## src/rtl/keypad_scan_pkg.sv

```systemverilog
// rtl/keypad_scan_pkg.sv - shared constants and frame-result types for keypad_scan
package keypad_scan_pkg;

  localparam logic [3:0] KEY_CLEAR = 4'd10;
  localparam logic [3:0] COL_RESET = 4'b1110;

  typedef enum logic [1:0] {
    RES_NONE    = 2'd0,
    RES_KEY     = 2'd1,
    RES_INVALID = 2'd2
  } res_kind_t;

  typedef struct packed {
    res_kind_t  kind;
    logic [3:0] idx;
  } frame_res_t;

  // lows[row*4+col] is set where a row read low while that column was strobed
  function automatic frame_res_t classify(input logic [15:0] lows);
    frame_res_t res;
    logic [1:0] hits;
    res.kind = RES_NONE;
    res.idx  = 4'd0;
    hits     = 2'd0;
    for (int i = 0; i < 16; i++) begin
      if (lows[4'(i)]) begin
        if (hits != 2'd2) hits = hits + 2'd1;
        res.idx = 4'(i);
      end
    end
    if (hits == 2'd1) res.kind = RES_KEY;
    else if (hits == 2'd2) res.kind = RES_INVALID;
    return res;
  endfunction

endpackage

```

## src/rtl/keypad_scan_if.sv

```systemverilog
// rtl/keypad_scan_if.sv - keypad matrix and key-report signal bundle
interface keypad_scan_if;
  logic [3:0]  row;
  logic [3:0]  col;
  logic        key_valid;
  logic [3:0]  key_code;
  logic [15:0] digits;

  modport master (input row, output col, output key_valid, output key_code, output digits);
  modport slave  (output row, input col, input key_valid, input key_code, input digits);
endinterface

```

## src/rtl/keypad_scan_key_debounce.sv

```systemverilog
// rtl/keypad_scan_key_debounce.sv - frame stability counter and press/release FSM
module key_debounce
  import keypad_scan_pkg::*;
#(
  parameter int DEBOUNCE = 4
) (
  input  logic       clock,
  input  logic       reset,
  input  logic       frame_done,
  input  frame_res_t frame_res,
  output logic       accept,
  output logic [3:0] accept_idx
);

  typedef enum logic {ST_RELEASED, ST_PRESSED} state_t;

  localparam logic [3:0] DB_MAX = 4'(DEBOUNCE);

  state_t     state, state_next;
  logic [3:0] cnt, cnt_next;
  logic       prev_key, cur_key, same;
  logic [3:0] prev_idx;

  // INVALID frames collapse onto NONE so ghosting reads as a release
  assign cur_key    = (frame_res.kind == RES_KEY);
  assign same       = (cur_key == prev_key) && (!cur_key || (frame_res.idx == prev_idx));
  assign accept_idx = frame_res.idx;

  always_ff @(posedge clock) begin
    if (reset) begin
      state    <= ST_RELEASED;
      cnt      <= 4'd0;
      prev_key <= 1'b0;
      prev_idx <= 4'd0;
    end else begin
      state <= state_next;
      if (frame_done) begin
        cnt      <= cnt_next;
        prev_key <= cur_key;
        prev_idx <= cur_key ? frame_res.idx : 4'd0;
      end
    end
  end

  always_comb begin
    cnt_next   = 4'd1;
    state_next = state;
    accept     = 1'b0;
    if (same) cnt_next = (cnt >= DB_MAX) ? DB_MAX : cnt + 4'd1;
    if (frame_done && (cnt_next == DB_MAX)) begin
      case (state)
        ST_RELEASED: begin
          if (cur_key) begin
            state_next = ST_PRESSED;
            accept     = 1'b1;
          end
        end
        ST_PRESSED: begin
          if (!cur_key) state_next = ST_RELEASED;
        end
        default: state_next = ST_RELEASED;
      endcase
    end
  end

endmodule

```

## src/rtl/keypad_scan.sv

```systemverilog
// rtl/keypad_scan.sv - 4x4 keypad column scanner with debounce and BCD entry register
module keypad_scan
  import keypad_scan_pkg::*;
#(
  parameter int SCAN_DIV = 125000,
  parameter int DEBOUNCE = 4
) (
  input logic          clock,
  input logic          reset,
  keypad_scan_if.master bus
);

  localparam int DIV_W = (SCAN_DIV > 1) ? $clog2(SCAN_DIV) : 1;
  localparam logic [DIV_W-1:0] DIV_LAST = DIV_W'(SCAN_DIV - 1);

  logic [3:0]       row_s1, row_s2;
  logic [DIV_W-1:0] div;
  logic             tick, frame_done, accept;
  logic [1:0]       col_idx;
  logic [3:0]       col_q, code_q, accept_idx;
  logic             key_valid_q;
  logic [15:0]      lows_acc, lows_now, digits_q;
  frame_res_t       frame_res;

  assign tick       = (div == DIV_LAST);
  assign frame_done = tick && (col_idx == 2'd3);

  // Merge the current column's sample so the column-3 tick sees the whole frame
  always_comb begin
    lows_now = lows_acc;
    for (int r = 0; r < 4; r++) begin
      lows_now[{2'(r), col_idx}] = ~row_s2[r];
    end
  end

  assign frame_res = classify(lows_now);

  key_debounce #(.DEBOUNCE(DEBOUNCE)) u_debounce (
    .clock      (clock),
    .reset      (reset),
    .frame_done (frame_done),
    .frame_res  (frame_res),
    .accept     (accept),
    .accept_idx (accept_idx)
  );

  always_ff @(posedge clock) begin
    if (reset) begin
      row_s1      <= 4'hF;
      row_s2      <= 4'hF;
      div         <= '0;
      col_q       <= COL_RESET;
      col_idx     <= 2'd0;
      lows_acc    <= 16'h0000;
      key_valid_q <= 1'b0;
      code_q      <= 4'd0;
      digits_q    <= 16'h0000;
    end else begin
      row_s1      <= bus.row;
      row_s2      <= row_s1;
      key_valid_q <= accept;
      div         <= tick ? '0 : div + DIV_W'(1);
      if (tick) begin
        col_q    <= {col_q[2:0], col_q[3]};
        col_idx  <= col_idx + 2'd1;
        lows_acc <= frame_done ? 16'h0000 : lows_now;
      end
      if (accept) begin
        code_q <= accept_idx;
        if (accept_idx == KEY_CLEAR) digits_q <= 16'h0000;
        else if (accept_idx <= 4'd9) digits_q <= {digits_q[11:0], accept_idx};
      end
    end
  end

  assign bus.col       = col_q;
  assign bus.key_valid = key_valid_q;
  assign bus.key_code  = code_q;
  assign bus.digits    = digits_q;

endmodule

```

## src/flat_wrapper.sv

```systemverilog
// flat-port wrapper written by rule: the top's interface ports become plain ports
module keypad_scan_flat import keypad_scan_pkg::*;
#(
  parameter int SCAN_DIV = 125000,
  parameter int DEBOUNCE = 4
)
  (clock, reset, bus_row, bus_col, bus_key_valid, bus_key_code, bus_digits);
  keypad_scan_if bus_i ();
  input logic clock;
  input logic reset;
  input wire logic [$bits(bus_i.row)-1:0] bus_row;
  output wire logic [$bits(bus_i.col)-1:0] bus_col;
  output wire logic [$bits(bus_i.key_valid)-1:0] bus_key_valid;
  output wire logic [$bits(bus_i.key_code)-1:0] bus_key_code;
  output wire logic [$bits(bus_i.digits)-1:0] bus_digits;
  assign bus_i.row = bus_row;
  assign bus_col = bus_i.col;
  assign bus_key_valid = bus_i.key_valid;
  assign bus_key_code = bus_i.key_code;
  assign bus_digits = bus_i.digits;
  keypad_scan #(.SCAN_DIV(SCAN_DIV), .DEBOUNCE(DEBOUNCE)) u_core (.clock(clock), .reset(reset), .bus(bus_i));
endmodule
```

## config.mk

```make
export PLATFORM = sky130hd
export DESIGN_NAME = keypad_scan_flat
export DESIGN_NICKNAME = d
export VERILOG_FILES = /design/src/rtl/keypad_scan_pkg.sv /design/src/rtl/keypad_scan_if.sv /design/src/rtl/keypad_scan_key_debounce.sv /design/src/rtl/keypad_scan.sv /design/src/flat_wrapper.sv
export SDC_FILE = /design/constraint.sdc
export NUM_CORES = 1
export LEC_CHECK = 0
export ABC_AREA = 1
export CAP_MARGIN = 5
export CORE_UTILIZATION = 40
export CTS_BUF_LIST = sky130_fd_sc_hd__clkbuf_4
export CTS_CLUSTER_SIZE = 8
export DETAILED_ROUTE_END_ITERATION = 8
export DONT_BUFFER_PORTS = 1
export PLACE_DENSITY = 0.63
export SLEW_MARGIN = 10
export SYNTH_ARGS = -nofsm -noshare
export SYNTH_HDL_FRONTEND = slang
export SYNTH_HIERARCHICAL = 1
export SYNTH_SLANG_ARGS = --single-unit
export TNS_END_PERCENT = 20
```

## constraint.sdc

```tcl
create_clock -name clock -period 4.81 [get_ports clock]
set_input_delay 0.481 -clock clock [delete_from_list [all_inputs] [get_ports clock]]
set_output_delay 0.481 -clock clock [all_outputs]
set_load 0.02 [all_outputs]
```

# --- After elaboration in Yosys (flattened, before gate mapping) ---
# Cells that the tools add are included.
op_classes:
  addsub: 10
  n_lt_le_gt_ge: 10
  n_eq_ne: 16
  n_mux: 45
  bitwise_logic: 4
  reduce_logical: 12
op_table:
  columns: ["operator", "count"]
  rows:
  - ["16-bit bitwise mux", 4]
  - ["16-bit two-way mux", 3]
  - ["2-bit two-way mux", 18]
  - ["17-bit by 1-bit adder with 17-bit output, second input constant", 1]
  - ["17-bit == test, second input constant", 1]
  - ["2-bit by 1-bit adder with 2-bit output, second input constant", 7]
  - ["3-bit two-way mux", 4]
  - ["4-bit two-way mux", 3]
  - ["2-bit inequality test, second input constant", 6]
  - ["4-bit by 5-bit < comparator with 1-bit output, second input constant", 2]
  - ["1-bit two-way mux", 9]
  - ["1-bit demux with 2-bit select", 4]
  - ["4-bit by 1-bit greater-or-equal comparator with 1-bit output, second input constant", 2]
  - ["1-bit logical AND", 7]
  - ["2-bit by 5-bit < comparator with 1-bit output, second input constant", 1]
  - ["3-bit by 5-bit < comparator with 1-bit output, second input constant", 1]
  - ["4-bit by 1-bit adder with 4-bit output, second input constant", 1]
  - ["2-bit by 1-bit == test with 1-bit output, second input constant", 2]
  - ["2-bit == test, second input constant", 2]
  - ["3-bit by 4-bit == test with 1-bit output, second input constant", 1]
  - ["4-bit by 3-bit == test with 1-bit output, second input constant", 1]
  - ["4-bit == test", 1]
  - ["4-bit by 3-bit greater-or-equal comparator with 1-bit output, second input constant", 1]
  - ["3-bit by 4-bit <= comparator with 1-bit output, second input constant", 1]
  - ["11 further kinds", 14]
totals:
  register_bits: 78
  in_bits: 6
  word_cells: 110

# --- Depth between registers and ports, before layout ---
# Gate-level depths: netlist of the first run.
depth:
  word_depth: 42
  ltp_mapped: 44
  mapped_depth_nobuf: 42

# --- Cells and area by module ---
# Netlist of the first run, hierarchy kept.
modules_own_cells:
  columns: ["mod", "n_inst", "cells_per_inst", "area_each_um2"]
  rows:
  - ["keypad_scan", 1, 421, 2946.6]
  - ["key_debounce", 1, 75, 516.7]

# --- Least setup slack after synthesis of the first run ---
# OpenSTA, ideal clock, no wires.
synth_path:
  path_kind: "reg-to-reg"
  startpoint: "register u_core.col_idx[1]"
  endpoint: "register u_core.digits_q[10] (netlist: u_core/bus.digits[10])"
  setup_ps: 128
  t_arrival_ps: 4594
  t_required_ps: 4682
  slack_ps: 88
  path_stages_with_launch: 40
  synth_period_minus_slack_ps: 4722
  path_cell_list: "dfxtp_1 > inv_1 > ha_1 > o21ai_0 > ha_1 > nand3b_1 > nand2_2 > inv_2 > nand2_1 > nand3_1 > nand2_2 > nor2_1 > nor2_2 > nand3_2 > nand2_1 > nand2_2 > nand2_2 > nand2_2 > (+4 left out) > inv_1 > nand3_1 > nor2_1 > nand3_1 > nand2_2 > nand3_1 > nor2_1 > nand2_1 > nor2_1 > clkbuf_1 > inv_1 > nor2_1 > nand2_1 > nand2_1 > buf_1 > o21ai_0 > o21ai_0 > nor2_1"
synth_lines:
  columns: ["element", "line", "rtl"]
  rows:
  - ["start: declaration", "keypad_scan.sv:19", "logic [1:0] col_idx;"]
  - ["start signal: assignment", "keypad_scan.sv:65", "col_idx <= col_idx + 2'd1;"]
  - ["end signal: assignment", "keypad_scan.sv:71", "else if (accept_idx <= 4'd9) digits_q <= {digits_q[11:0], accept_idx};"]
  - ["end: declaration", "keypad_scan.sv:22", "logic [15:0] lows_acc, lows_now, digits_q;"]

==> flow_metrics.env, run 1 <==
export IMPL_status="complete, but fails checks"
export IMPL_violations="max-slew violations"
export IMPL_p_leak_uw=0.00173
export IMPL_ys_seq_elements=66
export IMPL_synth_top_area_cell="dfxtp_1"
export IMPL_cp_slowest_cell="dfxtp_2"
export IMPL_drtAntennaViolNets=0
export IMPL_start_util_pct=41.7
export IMPL_ys_top_cells_by_count="nand2_1, inv_1, dfxtp_1, nor2_1, o21ai_0"
export IMPL_first_global_vias=2853
export IMPL_min_path_type="in -> reg"
export IMPL_cap_violations=0
export IMPL_wl_um=7360
export IMPL_core_area_um2=8300
export IMPL_cts_max_path_buffers=2
export IMPL_clockRootBuffer="clkbuf_4"
export IMPL_die_w_um=95.1
export IMPL_grt_pass1_wl_um=12200
export IMPL_finalCritPeriodShare_pct=93.1
export IMPL_yosysMostFrequentCell="nand2_1"
export IMPL_grt_usage_pct=17.0
export IMPL_finalPower_uw=952
export IMPL_powerDensity_nw_per_um2=235
export IMPL_nFillCells=795
export IMPL_final_cells=632
export IMPL_cp_arrival_ps=4770
export IMPL_placedCellCount=601
export IMPL_rsz0062_at_grt="yes"
export IMPL_cts_buffers=9
export IMPL_cts_sinks=66
export IMPL_drt_iter0_markers=113
export IMPL_cp_max_fo=8
export IMPL_final_max_slew_violation_count=15
export IMPL_dp_slack_ps=-88.1
export IMPL_seq_area_frac_synth_pct=38.2
export IMPL_crit_path_end_kind="register"
export IMPL_overflow=0
export IMPL_setup_ws_ps=334
export IMPL_syn_inst=496
export IMPL_diodes=0
export IMPL_dieArea_um2=9030
export IMPL_irDropWorstVdd_uv=241
export IMPL_yosys_top_cells_area="dfxtp_1, nand2_1, inv_1, o21ai_0, nor2_1"
export IMPL_clock_fmax_mhz=223
export IMPL_clk_latency_ps=400
export IMPL_regArea_um2=1320
export IMPL_final_layout_size_suffix_gt1_share_pct=23.3
export IMPL_worst_slew_pin_slew_ps=1950
export IMPL_clock_skew_ps=13.9
export IMPL_synth_warnings=6
export IMPL_syn_area_um2=3460
export IMPL_finalHoldViolCount=0
export IMPL_setup_viol=0
export IMPL_required_ps=5110
export IMPL_wl_per_cell_um=11.6
export IMPL_io_pins=31
export IMPL_critical_path_max_stage_delay_ps=380
export IMPL_synth_edf_count=0
export IMPL_whs_ps=135
export IMPL_multi_input_area_um2=1900
export IMPL_viasPerCell=4.92
export IMPL_final_nets=539
export IMPL_synthArstFlopShare_pct=0
export IMPL_synth_area_per_cell_um2=6.98
export IMPL_drc=0
export IMPL_place_hpwl_um=5000
export IMPL_gp_congestion=0.783
export IMPL_cp_common_cell="nand2_2"
export IMPL_synth_top_cell_area_share_pct=38.2
export IMPL_fp_dieH_um=95.1
export IMPL_critPathKind="reg -> reg"
export IMPL_max_slew_margin_pct=-31.0
export IMPL_rows=33
export IMPL_cts_tree="yes"
export IMPL_synth_ff_type="dfxtp_1"
export IMPL_num_vias=3109
export IMPL_drt_pass1_iterations=4
export IMPL_numPortBuffers=0
export IMPL_clkTransAtPathRegs_ps=110
export IMPL_areaGrowthSynthToFinish_pct=16.8
export IMPL_startpoint_type="register"
export IMPL_antenna_found_initial=0
export IMPL_grt_max_degree=31
export IMPL_fin_crit_ps=4480
export IMPL_ys_types=38
export IMPL_htreeDepth=3
[cells in the final DEF (no fill, tap or decap), types with 4 or more instances in the layout]
cell	netlist	routed
a21oi_1	20	19
buf_4	5	23
buf_6	0	4
clkbuf_4	0	10
dfxtp_1	66	64
ha_1	11	6
ha_4	0	5
inv_1	80	74
inv_2	5	9
nand2_1	87	79
nand2_2	17	23
nand3_1	28	23
nand3_2	5	10
nand4_1	8	8
nor2_1	52	50
nor2_2	5	6
o21ai_0	51	34
o21ai_1	2	16
o21ai_2	2	4
o31ai_1	5	5
or2_2	8	7
[final cells by class]
cell class                      count  share of cell area (%)
Multi-Input combinational cell    331                    47.1
Sequential cell                    66                    32.7
Inverter                           85                    8.01
Timing Repair Buffer               29                    5.63
Tap cell                          105                    3.25
Clock buffer                       10                    1.86
Clock inverter                      6                    1.42
[flip-flops by register name (all words and copies together), names as in the netlist]
| signal | flops |
|---|---|
| u_core/bus.key_code | 4 |
| u_core/bus.digits | 16 |
| u_core/div | 17 |
| u_core/u_debounce/prev_key | 1 |
| u_core/lows_acc | 8 |
| u_core/u_debounce/prev_idx | 4 |
| u_core/row_s2 | 2 |
| u_core/u_debounce/state | 1 |
| u_core/u_debounce/cnt | 4 |
| u_core/bus.col | 4 |
| u_core/bus.key_valid | 1 |
| u_core/col_idx | 2 |
| u_core/row_s1 | 2 |
[worst max-delay path, delay by kind of cell, from the launching register on]
kind                     cells  cell delay (ps)
AO/OA/AOI/OAI                4              350
adder cells (fa/ha/maj)      3              620
buffers and inverters        5              500
flip-flops                   1              380
AND/OR/NAND/NOR             26             2520
[cell families after synthesis]
logic type | after synthesis | share of synthesized area, %
fa+ha+maj | 11 | 3.97
compound gates | 93 | 15.2
flops | 66 | 38.2
other cells | 1 | 0.108
simple gates | 221 | 30.3
xor+xnor | 3 | 0.759
buf+inv | 101 | 11.5
[worst paths after layout]
| kind | start | to | slack, ps | cells past startpoint |
|---|---|---|---|---|
| max | u_core/col_idx[0] | u_core/bus.digits[6] | 330 | 38 |
| min | reset | u_core/bus.key_valid | 130 | 1 |
| max reg2reg | u_core/col_idx[0] | u_core/bus.digits[6] | 330 | 38 |
| min reg2reg | u_core/row_s1[0] | u_core/row_s2[0] | 420 | 1 |
[report_power, final]
| group | switching, uW | total (uW) | internal (uW) |
|---|---|---|---|
| clock | 193 | 353 | 160 |
| combinational | 29.2 | 45.5 | 16.4 |
| sequential | 3.33 | 553 | 550 |
| total | 225 | 952 | 726 |
[layer usage]
layer	global-route usage, %	up-vias	share of wire (%)
met5	0	-	0
met4	7.20	0	1.7
met3	3.51	11	3.7
met2	27.2	53	46
met1	22.1	1403	48
li1	-	1642	-
[metrics by stage]
stage / utilization, % / area (um2) / TNS (ps)
floorplan: - / 3470 / 0
global placement: 43.7 / 3630 / 0
detailed placement: 43.7 / 3630 / -874
CTS: 45.4 / 3770 / 0
global route: 48.7 / 4040 / -832
finish: 48.7 / 4040 / 0
[what timing repair did]
action | CTS | global route
hold buffers | 0 | 0
setup endpoints to repair | 16 | 20
resized for setup | 4 | 59
cloned | 0 | 2
setup buffers | 0 | 13
pin swaps | 0 | 19
(Power assumes the default switching activity.)
==> run 2, diff against run 1 <==
HOLD_SLACK_MARGIN = 0.15   (was default)
==> run 2 against run 1 <==
Compared with the run above:
- the flow still finishes with violations (max-slew violations)
- clock power is essentially flat
- power increased by 0.83%
- worst setup slack worse by 120 ps
- wire length up 4.1%
- first-iteration DRC count grew 0.88%
- utilization increased by 1.8 points
- critical path depth did not move
- die area unchanged
- non-clock buffer count increased by 6
- clock-buffer cell count is the same
- final cell count grew 0.95%
- largest cell class unchanged
- largest power group unchanged
==> flow_metrics.env, run 2 (synthesized netlist as in run 1, its figures left out) <==
export IMPL_crit_buf_inv=6
export IMPL_drtAntennaViolNets=0
export IMPL_use_met3_pct=3.51
export IMPL_switching_share_pct=24.0
export IMPL_htreeDepth=3
export IMPL_cts_buffers=9
export IMPL_final_cells=638
export IMPL_antenna_found_initial=0
export IMPL_clk_latency_ps=400
export IMPL_dieArea_um2=9030
export IMPL_mostFrequentLayoutCells="nand2_1, inv_1, dfxtp_1, nor2_1"
export IMPL_worst_slew_pin_slew_ps=2230
export IMPL_die_w_um=95.1
export IMPL_nFillCells=768
export IMPL_cts_max_path_buffers=2
export IMPL_required_ps=5070
export IMPL_cts_sinks=66
export IMPL_drt_iter0_markers=114
export IMPL_min_path_type="in -> reg"
export IMPL_num_vias=3158
export IMPL_violations="max-slew violations"
export IMPL_power_frac_seq_pct=57.6
export IMPL_crit_family="simple AND/OR/NAND/NOR gates"
export IMPL_irDropWorstVdd_uv=241
export IMPL_setup_viol=0
export IMPL_cp_max_fo=8
export IMPL_finalCritPeriodShare_pct=95.5
export IMPL_crit_path_end_kind="register"
export IMPL_largest_reg_flops=17
export IMPL_fin_crit_ps=4590
export IMPL_cap_violations=0
export IMPL_grt_pass1_wl_um=12300
export IMPL_clockRootBuffer="clkbuf_4"
export IMPL_clock_skew_ps=15.1
export IMPL_p_int_uw=729
export IMPL_final_nets=545
export IMPL_cp_common_cell="nand2_2"
export IMPL_switchingPower_uw=231
export IMPL_clkTransAtPathRegs_ps=120
export IMPL_areaGrowthSynthToFinish_pct=21.0
export IMPL_rows=33
export IMPL_pwr_share_comb_pct=5.6
export IMPL_cp_slowest_cell="dfxtp_4"
export IMPL_status="complete, but fails checks"
export IMPL_busiest_layer="met2"
export IMPL_diodes=0
export IMPL_grt_max_degree=20
export IMPL_start_util_pct=41.7
export IMPL_stdcell_area_um2=4190
export IMPL_pwr_share_clk_pct=36.8
export IMPL_grt_usage_pct=17.1
export IMPL_wl_per_cell_um=12.0
export IMPL_core_area_um2=8300
export IMPL_final_common_cell="nand2_1"
export IMPL_drt_pass1_iterations=4
export IMPL_post_route_util_pct=50.5
export IMPL_place_hpwl_um=5000
export IMPL_fp_dieH_um=95.1
export IMPL_use_met1_pct=22.2
export IMPL_wl_um=7670
export IMPL_overflow=0
export IMPL_cp_arrival_ps=4850
export IMPL_viasPerCell=4.95
export IMPL_dpl_cell_area_um2=3630
export IMPL_clock_fmax_mhz=218
export IMPL_placedCellCount=601
export IMPL_p_leak_uw=0.00177
export IMPL_finalHoldViolCount=0
export IMPL_startpoint_type="register"
export IMPL_final_layout_size_suffix_gt1_share_pct=27.2
export IMPL_powerDensity_nw_per_um2=229
export IMPL_cts_tree="yes"
export IMPL_critPathKind="reg -> reg"
export IMPL_top_register="u_core/div"
export IMPL_use_met2_pct=27.6
export IMPL_critical_path_max_stage_delay_ps=370
export IMPL_max_slew_margin_pct=-49.8
export IMPL_final_max_slew_violation_count=15
export IMPL_first_global_vias=2858
export IMPL_gp_congestion=0.783
export IMPL_drc=0
export IMPL_io_pins=31
export IMPL_numPortBuffers=0
==> run 2: cell types whose count changed in the layout (fill, tap and decap cells not counted), moves of 2 or more <==
cell	delta
nand3_1	-2
o21ai_0	-8
inv_1	-2
inv_2	+2
nand2_1	-5
nand2_4	+3
nor2_1	-2
dlygate4sd3_1	+2
o21ai_2	+3
buf_4	+3
nor2_4	+2
o21ai_1	+4
nand2_2	+2
==> run 2: timing repair <==
action / 4_1_cts / 5_1_grt
hold buffers: 1 / 1
gates cloned: 0 / 2
hold endpoints to repair: 19 / 1
setup endpoints to repair: 16 / 20
resized for setup: 4 / 94
setup buffers: 0 / 17
pin swaps: 0 / 31
==> run 2: power by group through the flow <==
stage          logic, uW  clock network [uW]  registers [uW]
6_report            53.8                 353             553
3_5_place_dp        39.3                   0             566
2_1_floorplan       34.5                   0             565
4_1_cts             42.7                 363             553
3_3_place_gp        38.4                   0             565
5_1_grt             60.0                 387             554
==> run 2: layout make-up <==
type,count,area [um2],share of cell area (%)
Tap cell,105,131,3.14
Timing Repair Buffer,35,282,6.72
Multi-Input combinational cell,331,1990,47.6
Sequential cell,66,1330,31.7
Clock buffer,10,75.1,1.79
Clock inverter,6,57.6,1.37
Inverter,85,324,7.73
==> run 2: through the flow <==
stage / setup WS [ps] / setup TNS (ps) / power, uW / hold slack [ps]
2_1_floorplan: 88.0 / 0 / 599 / 389
3_3_place_gp: 26.4 / 0 / 604 / 393
3_5_place_dp: -88.1 / -874 / 605 / 399
4_1_cts: 0.556 / 0 / 959 / 150
5_1_grt: -97.0 / -1300 / 1000 / 151
6_report: 218 / 0 / 960 / 182
==> run 2: worst paths after layout <==
| kind | depth (start not counted) | startpoint | endpoint | slack (ps) |
|---|---|---|---|---|
| max reg2reg | 38 | u_core/col_idx[0] | u_core/bus.digits[6] | 220 |
| min | 1 | reset | u_core/u_debounce/cnt[2] | 180 |
| min reg2reg | 1 | u_core/row_s1[0] | u_core/row_s2[0] | 420 |
| max | 38 | u_core/col_idx[0] | u_core/bus.digits[6] | 220 |
==> run 2: layer usage <==
layer / share of wire, % / vias to the layer above
met5: 0 / -
met3: 3.9 / 16
li1: - / 1660
met2: 47 / 53
met4: 2.1 / 0
met1: 47 / 1429
==> run 3, diff against run 2 <==
CELL_PAD_IN_SITES_DETAIL_PLACEMENT = 1   (was default)
CELL_PAD_IN_SITES_GLOBAL_PLACEMENT = 1   (was default)
PLACE_DENSITY = 0.78   (was 0.63)
clock period = 4.4 ns   (was 4.81 ns; I/O delays follow)
==> run 3 against run 2 <==
Compared with the run above:
- the run ends with max-slew violations, negative setup slack left
- clock power grew 14%
- fmax shrank 7.5%
- worst setup slack got worse by 780 ps
- sequential share of layout area down 4.0 points
- clock skew is 41 ps higher
- utilization up 7.2 points
- combinational power rose by 49%
- power increased by 13%
- critical path type unchanged
- largest cell class unchanged
==> flow_metrics.env, run 3 (synthesized netlist as in run 1, its figures left out) <==
export IMPL_io_pins=31
export IMPL_switchingPower_uw=333
export IMPL_largest_reg_flops=17
export IMPL_setup_ws_ps=-562
export IMPL_fp_dieH_um=95.1
export IMPL_violations="max-slew violations, negative setup slack"
export IMPL_startpoint_type="register"
export IMPL_clock_fmax_mhz=202
export IMPL_areaGrowthSynthToFinish_pct=38.2
export IMPL_cts_buffers=9
export IMPL_placedCellCount=616
export IMPL_start_util_pct=41.7
export IMPL_hold_depth=1
export IMPL_status="complete, but fails checks"
export IMPL_holdPathEnd="u_core/bus.digits[15]"
export IMPL_powerDensity_nw_per_um2=227
export IMPL_clock_skew_ps=56.2
export IMPL_wl_per_cell_um=23.2
export IMPL_final_layout_size_suffix_gt1_share_pct=36.1
export IMPL_mostFrequentLayoutCells="inv_1, nand2_1, dfxtp_1, buf_4, nor2_1"
export IMPL_dieArea_um2=9030
export IMPL_core_area_um2=8300
export IMPL_antenna_found_initial=0
export IMPL_rows=33
export IMPL_setup_viol=24
export IMPL_grt_pass1_wl_um=20500
export IMPL_crit_family="simple AND/OR/NAND/NOR gates"
export IMPL_grt_max_degree=31
export IMPL_p_leak_uw=0.00203
export IMPL_pwr_share_comb_pct=7.3
export IMPL_cap_violations=0
export IMPL_worst_slew_pin_slew_ps=2510
export IMPL_final_common_cell="inv_1"
export IMPL_dp_slack_ps=-462
export IMPL_irDropWorstVdd_uv=278
export IMPL_required_ps=4780
export IMPL_finalCritPeriodShare_pct=113
export IMPL_grt_usage_pct=30.2
export IMPL_cp_max_fo=8
export IMPL_final_nets=583
export IMPL_r2r_slack_ps=-560
export IMPL_die_w_um=95.1
export IMPL_cp_arrival_ps=5340
export IMPL_drc=0
export IMPL_fin_crit_ps=4960
export IMPL_final_cells=676
export IMPL_drt_pass1_iterations=4
export IMPL_r2r_cells=38
export IMPL_top_register="u_core/div"
export IMPL_cts_sinks=66
export IMPL_crit_path_end_kind="register"
export IMPL_cp_common_cell="nand2_2"
export IMPL_diodes=0
export IMPL_switching_share_pct=30.6
export IMPL_postCtsHoldBufs=9
export IMPL_clkTransAtPathRegs_ps=180
export IMPL_rsz0062_at_grt="yes"
export IMPL_num_vias=3936
export IMPL_finalHoldViolCount=0
export IMPL_pwr_share_clk_pct=37.0
export IMPL_final_max_slew_violation_count=15
export IMPL_cp_slowest_cell="dfxtp_4"
export IMPL_finalSetupTns_ps=-10670
export IMPL_power_frac_seq_pct=55.7
export IMPL_place_hpwl_um=6460
export IMPL_p_int_uw=754
export IMPL_drtAntennaViolNets=0
export IMPL_min_from="reset"
export IMPL_overflow=0
export IMPL_min_path_type="in -> reg"
export IMPL_gp_congestion=0.765
export IMPL_critPathKind="reg -> reg"
export IMPL_cts_tree="yes"
export IMPL_r2r_end="u_core/bus.digits[2]"
export IMPL_cts_max_path_buffers=2
export IMPL_viasPerCell=5.82
export IMPL_clockRootBuffer="clkbuf_4"
export IMPL_clk_latency_ps=490
export IMPL_max_slew_margin_pct=-68.8
export IMPL_wl_um=15700
export IMPL_numPortBuffers=0
export IMPL_crit_buf_inv=10
export IMPL_critical_path_max_stage_delay_ps=410
export IMPL_first_global_vias=4129
export IMPL_htreeDepth=3
export IMPL_rr_startpoint="u_core/col_idx[0]"
export IMPL_drt_iter0_markers=231
run 3: metrics by stage:
stage	instance area (um2)	util, %	total power (uW)	hold slack, ps
final	4780	57.7	1090	24.6
after global placement	3760	45.3	665	393
after floorplan	3480	-	655	389
after detailed placement	3760	45.3	668	395
after global routing	4780	57.7	1120	1.83
after CTS	4500	54.2	1040	42.3
run 3: worst reg2reg max path: cells and delay by family (launching register included):
| family | cells | cell delay (ps) |
|---|---|---|
| flops | 1 | 410 |
| fa+ha+maj | 2 | 430 |
| simple gates | 24 | 2620 |
| buf+inv | 10 | 1110 |
| compound gates | 2 | 300 |
run 3: power by group through the flow:
stage / sequential, uW / clock [uW] / combinational (uW)
2_1_floorplan: 618 / 0 / 37.9
3_3_place_gp: 618 / 0 / 47.5
3_5_place_dp: 618 / 0 / 49.7
4_1_cts: 605 / 371 / 60.2
5_1_grt: 606 / 429 / 85.5
6_report: 605 / 402 / 79.9
run 3: timing repair:
| action | 4_1_cts | 5_1_grt |
|---|---|---|
| setup endpoints to repair | 20 | 24 |
| hold endpoints to repair | 25 | 18 |
| gates cloned | 3 | 0 |
| buffers inserted | 29 | 7 |
| resized for setup | 94 | 74 |
| pin swaps | 31 | 32 |
run 3: layout make-up:
type	count	area (um2)
clock buffer	10	75.1
tap	105	131
timing repair buffer	73	689
multi-input combinational	331	2190
sequential	66	1330
inverter	85	327
fill	980	3510
clock inverter	6	41.3
run 3: layer usage:
| metal | GRT usage (%) | wire (um) | up-vias |
|---|---|---|---|
| li1 | - | - | 1725 |
| met4 | 17.0 | 1050 | 0 |
| met1 | 32.1 | 5920 | 1931 |
| met3 | 6.78 | 885 | 90 |
| met2 | 54.6 | 7800 | 190 |
| met5 | 0 | 0 | - |
run 3: worst max path at each step:
stage,startpoint,end,slack (ps),depth (start not counted)
2_1_floorplan,u_core/col_idx[0],u_core/bus.digits[12],-80,40
3_3_place_gp,u_core/col_idx[0],u_core/bus.digits[1],-210,34
4_1_cts,u_core/col_idx[0],u_core/bus.digits[14],-160,39
3_5_place_dp,u_core/col_idx[0],u_core/bus.digits[14],-460,36
5_1_grt,u_core/col_idx[0],u_core/bus.digits[1],-710,37
6_report,u_core/col_idx[0],u_core/bus.digits[2],-560,38
